`src/rtl/iob_split_pkg.sv`:
```
// rtl/iob_split_pkg.sv - shared state encoding and width helpers for iob_split (IOB_SPLIT_DEC_ERR_EN adds ERR)
package iob_split_pkg;

`ifdef IOB_SPLIT_DEC_ERR_EN
    typedef enum logic [1:0] {
        IOB_SPLIT_IDLE = 2'd0,
        IOB_SPLIT_BUSY = 2'd1,
        IOB_SPLIT_ERR  = 2'd2
    } state_e;
    localparam bit IOB_SPLIT_ERR_EN = 1'b1;
`else
    typedef enum logic [1:0] {
        IOB_SPLIT_IDLE = 2'd0,
        IOB_SPLIT_BUSY = 2'd1
    } state_e;
    localparam bit IOB_SPLIT_ERR_EN = 1'b0;
`endif

    // request = {valid, addr, wdata, wstrb}; response = {rdata, ready}
    function automatic int req_w(input int addr_w, input int data_w);
        return 1 + addr_w + data_w + data_w / 8;
    endfunction

    function automatic int resp_w(input int data_w);
        return data_w + 1;
    endfunction

    function automatic int nb_w(input int n_slaves);
        return $clog2(n_slaves) + (($clog2(n_slaves) == 0) ? 1 : 0);
    endfunction

endpackage

```
`src/rtl/iob_split_dec.sv`:
```
// rtl/iob_split_dec.sv - address MSB field to slave index, with clamp and out-of-range flag
module iob_split_dec #(
    parameter int N_SLAVES = 2,
    parameter int NB       = 1
) (
    input  logic [NB-1:0] field_i,
    output logic [NB-1:0] idx_o,
    output logic          oor_o
);

    always_comb begin
        idx_o = field_i;
        oor_o = 1'b0;
        if (N_SLAVES == 1) begin
            idx_o = '0;
        end else if (int'(field_i) >= N_SLAVES) begin
            idx_o = NB'(N_SLAVES - 1);
            oor_o = 1'b1;
        end
    end

endmodule

```
`src/rtl/iob_split.sv`:
```
// rtl/iob_split.sv - 1-to-N iob demux with one tracked outstanding transaction (IOB_SPLIT_DEC_ERR_EN)
module iob_split
    import iob_split_pkg::*;
#(
    parameter int N_SLAVES = 2,
    parameter int DATA_W   = 32,
    parameter int ADDR_W   = 32
) (
    input  logic                                       clk,
    input  logic                                       rst,
    input  logic [req_w(ADDR_W, DATA_W)-1:0]           m_req,
    output logic [resp_w(DATA_W)-1:0]                  m_resp,
    output logic [N_SLAVES*req_w(ADDR_W, DATA_W)-1:0]  s_req,
    input  logic [N_SLAVES*resp_w(DATA_W)-1:0]         s_resp
);

    localparam int REQ_W  = req_w(ADDR_W, DATA_W);
    localparam int RESP_W = resp_w(DATA_W);
    localparam int NB     = nb_w(N_SLAVES);

    state_e          state_q, state_d;
    logic [NB-1:0]   sel_q, sel_d;
    logic [NB-1:0]   dec_idx;
    logic            dec_oor;
    logic [NB-1:0]   cur_sel;
    logic            m_valid;
    logic            route_en;
    logic [RESP_W-1:0] sel_resp;

    iob_split_dec #(
        .N_SLAVES (N_SLAVES),
        .NB       (NB)
    ) u_dec (
        .field_i (m_req[REQ_W-2 -: NB]),
        .idx_o   (dec_idx),
        .oor_o   (dec_oor)
    );

    always_comb begin
        m_valid  = m_req[REQ_W-1];
        state_d  = state_q;
        sel_d    = sel_q;
        route_en = 1'b0;
        m_resp   = '0;
        s_req    = '0;
        sel_resp = '0;
        // once BUSY, the latched index owns routing so a late ready finds its way back
        cur_sel  = (state_q == IOB_SPLIT_IDLE) ? dec_idx : sel_q;

        for (int k = 0; k < N_SLAVES; k++) begin
            if (cur_sel == NB'(k)) sel_resp = s_resp[k*RESP_W +: RESP_W];
        end

        case (state_q)
            IOB_SPLIT_IDLE: begin
                route_en = m_valid & ~(IOB_SPLIT_ERR_EN & dec_oor);
                if (route_en) begin
                    m_resp = sel_resp;
                    if (!sel_resp[0]) begin
                        state_d = IOB_SPLIT_BUSY;
                        sel_d   = dec_idx;
                    end
                end
`ifdef IOB_SPLIT_DEC_ERR_EN
                else if (m_valid && dec_oor) begin
                    state_d = IOB_SPLIT_ERR;
                end
`endif
            end
            IOB_SPLIT_BUSY: begin
                route_en = 1'b1;
                m_resp   = sel_resp;
                if (sel_resp[0]) state_d = IOB_SPLIT_IDLE;
            end
`ifdef IOB_SPLIT_DEC_ERR_EN
            IOB_SPLIT_ERR: begin
                m_resp  = {{DATA_W{1'b1}}, 1'b1};
                state_d = IOB_SPLIT_IDLE;
            end
`endif
            default: state_d = IOB_SPLIT_IDLE;
        endcase

        for (int k = 0; k < N_SLAVES; k++) begin
            if (route_en && (cur_sel == NB'(k))) s_req[k*REQ_W +: REQ_W] = m_req;
        end
    end

    always_ff @(posedge clk) begin
        if (rst) begin
            state_q <= IOB_SPLIT_IDLE;
            sel_q   <= '0;
        end else begin
            state_q <= state_d;
            sel_q   <= sel_d;
        end
    end

endmodule

```
`config.mk`:
```
export PLATFORM = sky130hd
export DESIGN_NAME = iob_split
export DESIGN_NICKNAME = d
export VERILOG_FILES = /design/src/rtl/iob_split_pkg.sv /design/src/rtl/iob_split_dec.sv /design/src/rtl/iob_split.sv
export SDC_FILE = /design/constraint.sdc
export NUM_CORES = 1
export LEC_CHECK = 0
export BUFFER_PORTS_ARGS = -buffer_cell sky130_fd_sc_hd__buf_2
export CORE_AREA = 2 2 121 123
export DETAILED_ROUTE_END_ITERATION = 6
export DIE_AREA = 0 0 123 125
export PLACE_DENSITY_LB_ADDON = 0.05
export SLEW_MARGIN = 15
export SYNTH_ARGS = -nofsm -noshare
export SYNTH_HDL_FRONTEND = slang
export SYNTH_SLANG_ARGS = --single-unit
```
`constraint.sdc`:
```
create_clock -name clk -period 2 [get_ports clk]
set_input_delay 0.5 -clock clk [delete_from_list [all_inputs] [get_ports clk]]
set_output_delay 0.5 -clock clk [all_outputs]
set_load 0.02 [all_outputs]
```
==> impl_metrics.tcl <==
set metrics [dict create \
    status "finished clean" \
    synth_area_per_cell_um2 7.29 \
    syn_to_final_growth_pct 137 \
    core-area_um2 14200 \
    finalHoldViolations 0 \
    grt_pass1_vias 2953 \
    synth_xor_area_share_pct 0 \
    leakage_nw 2.53 \
    fin_crit_sh_pct 99.5 \
    grt_usage_pct 13.4 \
    fin_crit_ps 1990 \
    cts_tree "done" \
    power_mw 1.83 \
    vias 3228 \
    min_path_cells 2 \
    reg2reg_slack_ps 830 \
    worstPathArrival_ps 1490 \
    syn-cell-area_um2 2030 \
    cts_buffer_depth 2 \
    die_y_um 125 \
    multi_input_area_um2 2000 \
    port_buffers 307 \
    hold_class "input port to flip-flop" \
    fin_tns_setup_ps 0 \
    initial_core_util_pct 14.3 \
    power_density_nw_per_um2 381 \
    layout-drive-gt1-share_pct 68.0 \
    clk_latency_ps 220 \
    setup_viol 0 \
    die_w_um 123 \
    hpwl_um 8950 \
    cp-start-kind "flip-flop" \
    place_congestion 0.779 \
    ys_top_cells_by_area "mux2i_1, and2_1, nor2b_1" \
    root_buffer "clkbuf_16" \
    hold_start "rst" \
    yosysTopAreaCell "mux2i_1" \
    io_pins 308 \
    maxSlewHeadroom_pct 74.9 \
    synth_top_family_by_area "simple AND/OR/NAND/NOR gates" \
    synth_top_area_share_pct 32.5 \
    synthAdderAreaFrac_pct 0 \
    drt-total-wl_um 13000 \
    cts_sinks 2 \
    reg2reg_to "state_q[0]" \
    synth_edf_count 0 \
    worstSetupPathType "flip-flop to output port" \
    reg2reg_depth 3 \
    antenna_left 0 \
    r2r_start "state_q[0]" \
    muxShareOfSynthArea_pct 32.5 \
    maxCapViolations 0 \
    dr.pass1.iters 4 \
    final_core_util_pct 33.9 \
    num_rows 44 \
    hold-worst-slack_ps 443 \
    clk_pin_slew_worst_paths_ps 30 \
    synth_ff_type "dfxtp_1" \
    synth-seq-cells 2 \
    wl_per_cell_um 16.8 \
    holdPathEnd "sel_q" \
    antenna_cells 0 \
    htreeDepth 1 \
    yosysSeqAreaShare_pct 1.97 \
    path_max_fanout 7 \
    gr-total-overflow 0 \
    finalClockSkew_ps 1.77 \
    grt_first_pass_wirelength_um 16200 \
    nets 726 \
    synth-simple-area-share_pct 44.2 \
    grt_max_degree 54 \
    cts_made_buffers 3 \
    rsz0062_at_grt "yes" \
    async_reset_ff_share_pct 0 \
    worstSetupEndpointType "output port" \
    seqCellArea_um2 47.5 \
    timing.fmax_mhz 502 \
    worstPathRequired_ps 1500 \
    drc 0 \
    antenna_found_initial 1 \
    drt_iter0_drc 63 \
    dieArea_um2 15400 \
    synthCells 279 \
    peakVddDrop_v 0.000217 \
    syn_nets 416 \
    drv_slew 0 \
    worstMarginPinSlew_ps 377 \
    vias_per_cell 4.19 \
    ys_types 17 \
    synth-compound-area-share_pct 12.2 \
    ys_warn_count 0 \
    fillers 1553 \
]
-- sequential cells by signal, summed over array words and instances, names as in the netlist --
register  count
sel_q         1
state_q       1
-- layout make-up --
type	instances	area share, %
clock buffer	3	1.56
inverter	1	0.0779
multi-input combinational	247	41.5
sequential	2	0.987
tap	184	4.78
timing repair buffer	334	51.1
-- Yosys cell counts, types with 2 or more instances --
| library cell | instances |
|---|---|
| and2_1 | 69 |
| buf_2 | 11 |
| buf_4 | 8 |
| buf_6 | 4 |
| clkbuf_1 | 6 |
| dfxtp_1 | 2 |
| mux2i_1 | 66 |
| nor2_1 | 2 |
| nor2b_1 | 69 |
| nor3b_1 | 3 |
| o21ai_0 | 2 |
| o22ai_1 | 32 |
-- where the power goes --
part	switching, mW	total, mW	internal [mW]
registers	0.00570	0.0480	0.0423
clock network	0.0501	0.305	0.255
logic	0.758	1.48	0.723
-- logic make-up after synthesis --
logic type,Yosys count
flops,2
compound gates,37
mux,66
simple gates,144
buf+inv,30
-- critical path: stages (launching register included) --
cell and delay [ps]:
dfxtp_4 360, and2_4 150, a31oi_4 210, buf_12 180
clkbuf_16 180, nor2b_2 50, buf_6 130
-- what timing repair did --
action | 4_1_cts | 5_1_grt
pin swaps | 1 | 26
buffers inserted | 2 | 3
resized for setup | 31 | 200
gates cloned | 2 | 9
hold buffers | 0 | 0
endpoints found under the setup margin | 121 | 127
-- through the flow --
step	instances	area [um^2]	worst slack, ps
after floorplan	279	2030	31.8
after global placement	752	3760	-16.1
after detailed placement	752	3760	-41.2
after CTS	759	3990	-51.1
after global routing	771	4820	-65.9
final	771	4820	9.05
-- per-layer routing --
layer / global-route usage, % / routed length, um / up-vias
met5: 0 / 13 / -
met4: 2.74 / 203 / 2
met3: 3.51 / 1080 / 15
met2: 27.7 / 7190 / 164
met1: 12.9 / 4480 / 1472
li1: - / - / 1575
-- layout by cell type, fill, tap and decap left out, types with 2 or more instances in the layout --
master,instances
buf_2,202
buf_4,57
nor2b_2,7
buf_12,7
and2_4,42
buf_6,58
and2_1,27
nor2_1,2
mux2i_1,66
o21ai_0,2
o22ai_1,32
nor3b_1,3
dfxtp_4,2
clkbuf_16,9
nor2b_1,55
buf_16,2
nor2b_4,7
-- how the worst max path moves through the flow --
stage               start          to  slack [ps]
2_1_floorplan   m_req[67]   s_req[67]          30
3_5_place_dp    m_req[68]   s_req[12]         -40
5_1_grt        state_q[0]   s_req[18]         -70
3_3_place_gp    m_req[67]  m_resp[17]         -20
4_1_cts        state_q[0]    s_req[7]         -50
6_report            sel_q   s_req[86]           9
Power figures use the tool's default switching activity.
